## config.mk

```make
export PLATFORM = sky130hd
export DESIGN_NAME = bicubic_stream_core
export DESIGN_NICKNAME = d
export VERILOG_FILES = /design/src/rtl/bicubic_pkg.sv /design/src/rtl/bicubic_mac4.sv /design/src/rtl/bicubic_stream_core.sv
export SDC_FILE = /design/constraint.sdc
export NUM_CORES = 2
export LEC_CHECK = 0
export ABC_AREA = 1
export CAP_MARGIN = 20
export CORE_AREA = 10 10 312 614
export DETAILED_ROUTE_END_ITERATION = 8
export DIE_AREA = 0 0 322 624
export PLACE_DENSITY = 0.56
export RECOVER_POWER = 100
export SYNTH_ARGS = -nofsm -noshare
export SYNTH_HDL_FRONTEND = slang
export SYNTH_SLANG_ARGS = --single-unit
export TNS_END_PERCENT = 20
```

## constraint.sdc

```tcl
create_clock -name clk -period 18.07 [get_ports clk]
set_input_delay 1.807 -clock clk [delete_from_list [all_inputs] [get_ports clk]]
set_output_delay 1.807 -clock clk [all_outputs]
set_load 0.01 [all_outputs]
```

## src/rtl/bicubic_pkg.sv

```systemverilog
// Shared constants and helpers for the bicubic streaming core and its MAC.
package bicubic_pkg;

  localparam int TAPS = 4;

  // Signed accumulator width for a 4-tap sum of zero-extended pixels times signed weights.
  function automatic int acc_w(input int data_width, input int coef_width);
    return data_width + coef_width + 2;
  endfunction

  // Half-LSB constant added before the arithmetic right shift (round to nearest, half up).
  function automatic int round_const(input int frac_bits);
    return (frac_bits > 0) ? (1 << (frac_bits - 1)) : 0;
  endfunction

  // LSB of row r, channel c inside a packed column bus.
  function automatic int col_lsb(input int r, input int c, input int channels, input int data_width);
    return (r * channels + c) * data_width;
  endfunction

  // LSB of tap k inside a packed weight bus.
  function automatic int coef_lsb(input int k, input int coef_width);
    return k * coef_width;
  endfunction

  // LSB of channel c (or tap c of a pixel vector) inside a packed pixel bus.
  function automatic int pix_lsb(input int c, input int data_width);
    return c * data_width;
  endfunction

endpackage

```

## src/rtl/bicubic_mac4.sv

```systemverilog
// Combinational 4-tap signed MAC: sum(w[k]*pix[k]), round to nearest, clamp to pixel range.
module bicubic_mac4
  import bicubic_pkg::*;
#(
  parameter int DATA_WIDTH = 8,
  parameter int COEF_WIDTH = 9,
  parameter int FRAC_BITS  = 7
) (
  input  logic [TAPS*DATA_WIDTH-1:0] pix,
  input  logic [TAPS*COEF_WIDTH-1:0] w,
  output logic [DATA_WIDTH-1:0]      res
);

  localparam int AW = acc_w(DATA_WIDTH, COEF_WIDTH);
  localparam logic signed [AW-1:0] RND  = AW'(round_const(FRAC_BITS));
  localparam logic signed [AW-1:0] MAXV = AW'((2 ** DATA_WIDTH) - 1);

  logic signed [AW-1:0] acc;
  logic signed [AW-1:0] scaled;

  // Accumulate taps starting from the rounding constant, then shift and clamp.
  always_comb begin
    acc = RND;
    for (int k = 0; k < TAPS; k++) begin
      acc = acc + AW'(signed'(w[coef_lsb(k, COEF_WIDTH) +: COEF_WIDTH]))
                * AW'(signed'({1'b0, pix[pix_lsb(k, DATA_WIDTH) +: DATA_WIDTH]}));
    end
    scaled = acc >>> FRAC_BITS;
    if (scaled[AW-1])
      res = '0;
    else if (scaled > MAXV)
      res = '1;
    else
      res = scaled[DATA_WIDTH-1:0];
  end

endmodule

```

## src/rtl/bicubic_stream_core.sv

```systemverilog
// Multi-channel bicubic core: 4x4 window per channel, horizontal pass into stage 1,
// vertical pass into the output register, valid/ready with full-pipeline stall.
module bicubic_stream_core
  import bicubic_pkg::*;
#(
  parameter int DATA_WIDTH = 8,
  parameter int CHANNELS   = 1,
  parameter int COEF_WIDTH = 9,
  parameter int FRAC_BITS  = 7
) (
  input  logic                                clk,
  input  logic                                rst,
  input  logic                                clear,
  input  logic                                in_valid,
  output logic                                in_ready,
  input  logic                                in_push,
  input  logic                                in_emit,
  input  logic [TAPS*CHANNELS*DATA_WIDTH-1:0] col_in,
  input  logic [TAPS*COEF_WIDTH-1:0]          h_w,
  input  logic [TAPS*COEF_WIDTH-1:0]          v_w,
  output logic                                out_valid,
  input  logic                                out_ready,
  output logic [CHANNELS*DATA_WIDTH-1:0]      pixel_out,
  output logic [2:0]                          fill_level,
  output logic                                underrun
);

  localparam int COL_W = TAPS * CHANNELS * DATA_WIDTH;
  localparam int PIX_W = CHANNELS * DATA_WIDTH;
  localparam logic [2:0] FULL = 3'(TAPS);

  // col_q[0] is the newest column (c0), col_q[3] the oldest (c3).
  logic [COL_W-1:0]           col_q   [TAPS];
  logic [COL_W-1:0]           col_nxt [TAPS];
  logic [2:0]                 fill_nxt;
  logic                       advance;
  logic                       accept;
  logic                       do_push;
  logic                       do_emit;
  logic                       emit_ok;
  logic [COL_W-1:0]           h_res;
  logic                       s1_valid;
  logic [COL_W-1:0]           s1_rows;
  logic [TAPS*COEF_WIDTH-1:0] s1_vw;
  logic [PIX_W-1:0]           v_res;

  assign advance  = !out_valid | out_ready;
  assign in_ready = advance & !clear;
  assign accept   = in_valid & in_ready;
  assign do_push  = accept & in_push;
  assign do_emit  = accept & in_emit;
  assign emit_ok  = do_emit & (fill_nxt == FULL);

  // Post-push window and fill count; emits always see these values.
  always_comb begin
    for (int i = 0; i < TAPS; i++) col_nxt[i] = col_q[i];
    fill_nxt = fill_level;
    if (do_push) begin
      col_nxt[0] = col_in;
      for (int i = 1; i < TAPS; i++) col_nxt[i] = col_q[i-1];
      if (fill_level != FULL) fill_nxt = fill_level + 3'd1;
    end
  end

  // Horizontal pass: oldest column meets w0, newest meets w3.
  for (genvar r = 0; r < TAPS; r++) begin : g_hrow
    for (genvar c = 0; c < CHANNELS; c++) begin : g_hch
      localparam int LSB = col_lsb(r, c, CHANNELS, DATA_WIDTH);
      logic [TAPS*DATA_WIDTH-1:0] taps;
      assign taps = {col_nxt[0][LSB +: DATA_WIDTH], col_nxt[1][LSB +: DATA_WIDTH],
                     col_nxt[2][LSB +: DATA_WIDTH], col_nxt[3][LSB +: DATA_WIDTH]};
      bicubic_mac4 #(
        .DATA_WIDTH(DATA_WIDTH), .COEF_WIDTH(COEF_WIDTH), .FRAC_BITS(FRAC_BITS)
      ) u_hmac (
        .pix(taps), .w(h_w), .res(h_res[LSB +: DATA_WIDTH])
      );
    end
  end

  // Vertical pass: row r meets v_w tap r.
  for (genvar c = 0; c < CHANNELS; c++) begin : g_vch
    logic [TAPS*DATA_WIDTH-1:0] taps;
    assign taps = {s1_rows[col_lsb(3, c, CHANNELS, DATA_WIDTH) +: DATA_WIDTH],
                   s1_rows[col_lsb(2, c, CHANNELS, DATA_WIDTH) +: DATA_WIDTH],
                   s1_rows[col_lsb(1, c, CHANNELS, DATA_WIDTH) +: DATA_WIDTH],
                   s1_rows[col_lsb(0, c, CHANNELS, DATA_WIDTH) +: DATA_WIDTH]};
    bicubic_mac4 #(
      .DATA_WIDTH(DATA_WIDTH), .COEF_WIDTH(COEF_WIDTH), .FRAC_BITS(FRAC_BITS)
    ) u_vmac (
      .pix(taps), .w(s1_vw), .res(v_res[pix_lsb(c, DATA_WIDTH) +: DATA_WIDTH])
    );
  end

  // Window, fill count and sticky underrun; clear wins over any beat.
  always_ff @(posedge clk or negedge rst) begin
    if (!rst) begin
      for (int i = 0; i < TAPS; i++) col_q[i] <= '0;
      fill_level <= '0;
      underrun   <= 1'b0;
    end else if (clear) begin
      for (int i = 0; i < TAPS; i++) col_q[i] <= '0;
      fill_level <= '0;
      underrun   <= 1'b0;
    end else begin
      for (int i = 0; i < TAPS; i++) col_q[i] <= col_nxt[i];
      fill_level <= fill_nxt;
      if (do_emit && !emit_ok) underrun <= 1'b1;
    end
  end

  // Stage 1: horizontal results plus the vertical weights that travel with them.
  always_ff @(posedge clk or negedge rst) begin
    if (!rst) begin
      s1_valid <= 1'b0;
      s1_rows  <= '0;
      s1_vw    <= '0;
    end else if (advance) begin
      s1_valid <= emit_ok;
      if (emit_ok) begin
        s1_rows <= h_res;
        s1_vw   <= v_w;
      end
    end
  end

  // Output register: holds while stalled, refills when the pipeline advances.
  always_ff @(posedge clk or negedge rst) begin
    if (!rst) begin
      out_valid <= 1'b0;
      pixel_out <= '0;
    end else if (advance) begin
      out_valid <= s1_valid;
      if (s1_valid) pixel_out <= v_res;
    end
  end

endmodule
```

======== Word level (Yosys, flattened, before mapping) ========
Cells that the tools add are included.
word-level totals
  register bits ........................... 210
  bits in latches ......................... 0
  bits in writable memories ............... 0
  ROM bits ................................ 0
  output and inout port bits .............. 14
  logic and storage cells ................. 89
  memories kept ........................... 0
cells by class
  $add $sub $neg .......................... 21
  multipliers ............................. 20
  div/mod/pow operators ................... 0
  $lt $le $gt $ge ......................... 5
  equality and inequality tests ........... 2
  shift operators ......................... 0
  muxes and demuxes ....................... 17
  bitwise logic cells ..................... 6
  reduce and logical (&&, ||, !) cells .... 7
operator list
  kind                                                 count
  multiplier 9 x 9 -> 18 bit                           20
  2-to-1 mux 128 bit                                   2
  adder 19 bit                                         10
  adder 19 x 18 -> 19 bit                              5
  adder 8 x 19 -> 19 bit, first input constant         5
  2-to-1 mux 8 bit                                     10
  > comparator 12 x 9 -> 1 bit, second input constant  5
  2-to-1 mux 3 bit                                     3
  bitwise AND 1 bit                                    5
  AND reduction 2 bit                                  2
  adder 3 x 1 -> 3 bit, second input constant          1
  == test 3 bit, second input constant                 1
  zero test 1 bit                                      3
  != test 3 bit, second input constant                 1
  2-to-1 mux 1 bit                                     2
  nonzero test 2 bit                                   1
  logical AND 1 bit                                    1
  bitwise OR 1 bit                                     1

======== Longest topological paths before layout ========
  word-level depth ........................ 14
  mapped depth ............................ 53
  gate-level depth less buffers ........... 50

======== Modules after synthesis ========
A second synthesis with hierarchy kept.
second synthesis, totals
  cell total of the unflattened synthesis .. 9521
  area, all modules ....................... 75197.1 um^2
by module, submodules not included
  module                                         times used  cells each  area an instance (um^2)
  bicubic_mac4 at g_hrow[1].g_hch[0].u_hmac ...  3           1672        13060.0
  bicubic_mac4 at g_vch[0].u_vmac                1           1666        13007.5
  bicubic_mac4 at g_hrow[0].g_hch[0].u_hmac      1           1644        12971.2
  bicubic_stream_core                            1           1195        10038.4

======== Least setup slack after synthesis ========
No wires, ideal clock.
  path type ............................... input to register
  from .................................... input port clear
  to ...................................... register s1_rows[25] (netlist: g_vch[0].taps[25])
  arrival time ............................ 10708 ps
  required time ........................... 18005 ps
  slack ................................... 7297 ps
  stages .................................. 47
  cells stage by stage .................... buf_4 inv_2 nand4_4 buf_6 inv_2 buf_2 clkbuf_1 or2_2 o21ai_0 inv_1 nand2_1 fa_1 inv_1 fa_1 fa_1 inv_1 fa_1 inv_1 (+11 left out) fa_1 inv_1 ha_1 fa_1 fa_1 inv_1 fa_1 inv_1 ha_1 inv_1 nor3_1 nor3b_1 nand2_1 nand2_1 nand2_1 a21oi_2 nand2_1 nand2_1
between the ends
  word-level cells in the longest chain between the ends .. 13
RTL lines
  what                          RTL line                    RTL
  start, declared               bicubic_stream_core.sv:13   input logic clear,
  zero test 1 bit (*)           bicubic_stream_core.sv:48   assign in_ready = advance & !clear;
  bitwise AND 1 bit (*)         bicubic_stream_core.sv:48
  bitwise AND 1 bit (*)         bicubic_stream_core.sv:49   assign accept = in_valid & in_ready;
  bitwise AND 1 bit             bicubic_stream_core.sv:50   assign do_push = accept & in_push;
  2-to-1 mux 128 bit            bicubic_stream_core.sv:58   if (do_push) begin
  multiplier 9 x 9 -> 18 bit    bicubic_mac4.sv:26          * AW'(signed'({1'b0, pix[pix_lsb(k, DATA_WIDTH) +: DATA_WIDTH]}));
  adder 8 x 19 -> 19 bit        bicubic_mac4.sv:25          acc = acc + AW'(signed'(w[coef_lsb(k, COEF_WIDTH) +: COEF_WIDTH]))
  adder 19 bit (2 in series)    bicubic_mac4.sv:25
  adder 19 x 18 -> 19 bit       bicubic_mac4.sv:25
  > comparator 12 x 9 -> 1 bit  bicubic_mac4.sv:31          else if (scaled > MAXV)
  2-to-1 mux 8 bit              bicubic_mac4.sv:31
  2-to-1 mux 8 bit              bicubic_mac4.sv:29          if (scaled[AW-1])
  end signal, assigned          bicubic_stream_core.sv:120  s1_rows <= h_res;
  end, declared                 bicubic_stream_core.sv:43   logic [COL_W-1:0] s1_rows;
Every way passes the cells marked *; elsewhere a longest branch is shown, timed or not.
A chain may end at the register's enable or synchronous reset.

======== Worst setup path in the final report ========
  from .................................... input port out_ready
  to ...................................... register s1_rows[28] (netlist: g_vch[0].taps[28])
between the ends
  word-level cells in the longest chain between the ends .. 13
RTL lines
  what                          RTL line                   RTL
  start, declared               bicubic_stream_core.sv:22  input logic out_ready,
  bitwise OR 1 bit (*)          bicubic_stream_core.sv:47  assign advance = !out_valid | out_ready;
  bitwise AND 1 bit             bicubic_stream_core.sv:48
  bitwise AND 1 bit             bicubic_stream_core.sv:49
  bitwise AND 1 bit             bicubic_stream_core.sv:50
  2-to-1 mux 128 bit            bicubic_stream_core.sv:58
  multiplier 9 x 9 -> 18 bit    bicubic_mac4.sv:26
  adder 8 x 19 -> 19 bit        bicubic_mac4.sv:25
  adder 19 bit (2 in series)    bicubic_mac4.sv:25
  adder 19 x 18 -> 19 bit       bicubic_mac4.sv:25
  > comparator 12 x 9 -> 1 bit  bicubic_mac4.sv:31
  2-to-1 mux 8 bit              bicubic_mac4.sv:31
  2-to-1 mux 8 bit              bicubic_mac4.sv:29
Marks and branches as above.

==> impl_metrics.yaml <==
run_status:
  status: "finished, violations left"
  violations: "max-capacitance violations, max-slew violations"
placement:
  postPlaceCellArea_mm2: 0.0760
  place.gp.congestion: 0.915
  dp.final_hpwl_um: 190000
  dp_slack_ps: 4790
  port_buffers: 124
grt:
  grt_pass1_wl_um: 334000
  antenna_found_initial: 17
  grt_max_degree: 94
  grt-ovfl-total: 0
  grt_pass1_vias: 60600
  track_usage_pct: 21.7
worst_setup_path:
  critPathRequiredTime_ps: 18630
  rr_startpoint: "out_valid"
  crit_type: "in -> reg"
  cpMaxStageDelayCell: "inv_1"
  worstPathArrival_ps: 14850
  cp_slowest_stage_delay_ps: 1150
  worstRegToRegCells: 40
  start_kind: "input port"
  endpoint_kind: "register"
  crit_fanout: 71
  worstReg2RegEnd: "g_vch[0].taps[28]"
  r2r_slack_ps: 5100
route:
  wl_per_cell_um: 19.4
  drtIter0Drc: 2573
  antenna_left: 0
  via_per_inst: 4.92
  drtPass1Iterations: 8
  routed-via-count: 54700
  drc_errors: 0
  finalWirelength_um: 215000
floorplan:
  start_util_pct: 39.8
  die_h_um: 624
  coreArea_mm2: 0.181
  die_w_um: 322
  die-area_mm2: 0.201
  ioPinCount: 125
  rows: 221
synthesis:
  synth-main-ff-cell: "dfrtp_1"
  yosysWarnings: 0
  ys_seq_area_share_pct: 7.29
  synth_edf_count: 0
  async_flop_share_pct: 100
  synthCells: 8728
  synth_seq_cells: 210
  synth_area_per_cell_um2: 8.26
  yosysUniqueCellTypes: 53
  synth_nets: 11100
  syn_area_mm2: 0.0721
cells_and_area:
  multiInputGateArea_mm2: 0.0560
  area_delta_synth_final_pct: 6.10
  fillers: 18500
  final_layout_size_suffix_gt1_share_pct: 2.54
  final_common_cell: "inv_1"
  seqCellArea_mm2: 0.00526
  final_cell_mix: "inv_1, fa_1, nand2_1, nor2_1, ha_1"
  finalInstanceArea_mm2: 0.0765
  final_nets: 11100
worst_hold_path:
  worstHoldStart: "pixel_out[1]"
  holdPathStages: 2
  hold_end: "pixel_out[1]"
  holdCritPathClass: "reg -> reg"
sta:
  fmax_ghz: 0.0700
  slew_violations: 311
  worstMarginPinSlew_ps: 5300
  grt_setup_unrepaired: "false"
  finalCritPeriodShare_pct: 79.1
  min_period_ps: 14290
  max-slew-margin-rel_pct: -253
  fin_ws_ps: 3780
  finalSetupTns_ps: 0
  finClkSkew_ps: 17.4
  hold_viol: 0
  finalSetupViolCount: 0
clock_network:
  cts_tree: "built"
  clock_latency_ps: 640
  root_buffer: "clkbuf_16"
  cts_hold_buf: 0
  htreeDepth: 1
  cts.clk_slew.worst_paths_ps: 70
  cts-resized-gates: 0
  postCtsSetupBuffers: 0
  numCtsBuffers: 27
  cts.sinks: 210
  clockBufferDepth: 3
job:
  cap_violations: 8
## layout make-up
class / instances / share of cell area, %
clock inverters: 16 / 0.278
inverters: 2549 / 12.5
clock buffers: 34 / 0.970
well taps: 2341 / 3.83
diodes: 6 / 0.0196
flip-flops and latches: 210 / 6.87
multi-input cells: 5746 / 73.2
repair buffers: 209 / 2.32
## per-layer routing
metal  part of all wire [%]  routed length (µm)  GRT usage, %  vias up
met5                  0.036                  78             0        -
met4                    8.3               17900          14.5       10
met3                    3.6                7810          1.80      542
met2                     54              116000          41.9     1320
met1                     34               73200          21.6    27600
li1                       -                   -             -    25300
## metrics by stage
step,std cells,utilization (%),hold WS [ps]
2_1_floorplan,8728,-,445
5_1_grt,11100,42.2,502
6_report,11100,42.2,478
3_3_place_gp,11000,41.9,466
3_5_place_dp,11100,41.9,470
4_1_cts,11100,42.4,488
## how the worst max path moves through the flow
stage	startpoint	to	depth (start not counted)
after CTS	in_valid	g_vch[0].taps[28]	44
after global placement	out_ready	g_vch[0].taps[31]	46
after detailed placement	in_valid	g_vch[0].taps[28]	44
after floorplan	clear	g_vch[0].taps[25]	47
after global routing	out_ready	g_vch[0].taps[30]	45
final	out_ready	g_vch[0].taps[28]	42
## registers in the layout, indices dropped and copies added, names as in the netlist
signal,cells
col_q,128
s1_vw,36
g_vch.taps,32
pixel_out,8
fill_level,3
out_valid,1
s1_valid,1
underrun,1
## synth_stat cells, types with 6 or more instances
cell type,instances,area share [%]
buf_6,6,0.094
a21oi_1,260,1.8
o2111ai_1,6,0.073
clkbuf_1,187,0.97
o21a_1,9,0.094
ha_1,827,14
or2_2,93,0.81
mux2i_1,32,0.44
nor2_1,877,4.6
nand2_2,8,0.069
fa_1,1450,40
mux2_4,32,0.67
inv_1,2544,13
buf_2,13,0.090
o21bai_1,15,0.16
o21ai_1,12,0.083
xor2_1,170,2.1
nand4_1,29,0.25
and2_1,10,0.087
o21ai_0,136,0.94
a31oi_1,21,0.18
nand2_1,1372,7.1
nor3_1,25,0.17
o21ai_2,49,0.60
nor4_1,7,0.061
a21boi_0,6,0.062
xnor2_1,165,2.0
nand3_1,72,0.50
o211ai_1,6,0.062
dfrtp_1,210,7.3
buf_1,13,0.068
a21o_1,21,0.22
## critical path: cells and delay by family
family	cells	cell delay, ps
adder cells (fa/ha/maj)	11	4980
buffers and inverters	10	3080
AO/OA/AOI/OAI	9	2510
AND/OR/NAND/NOR	11	2240
XOR/XNOR	1	170
## logic make-up (layout without fill, tap and decap cells)
group                    after synthesis  count (layout)  synth area share (%)
buffers and inverters               2772            2808                  14.5
AND/OR/NAND/NOR                     2505            2505                  13.8
other                                  0               6                     0
XOR/XNOR                             336             336                  4.09
AO/OA/AOI/OAI                        560             560                  4.50
flip-flops                           210             210                  7.29
adder cells (fa/ha/maj)             2277            2277                  54.6
multiplexers                          68              68                  1.17
Power is left out: the tool's default activity adds up to more than one toggle a clock period on the data nets, which glitch-free logic cannot reach.
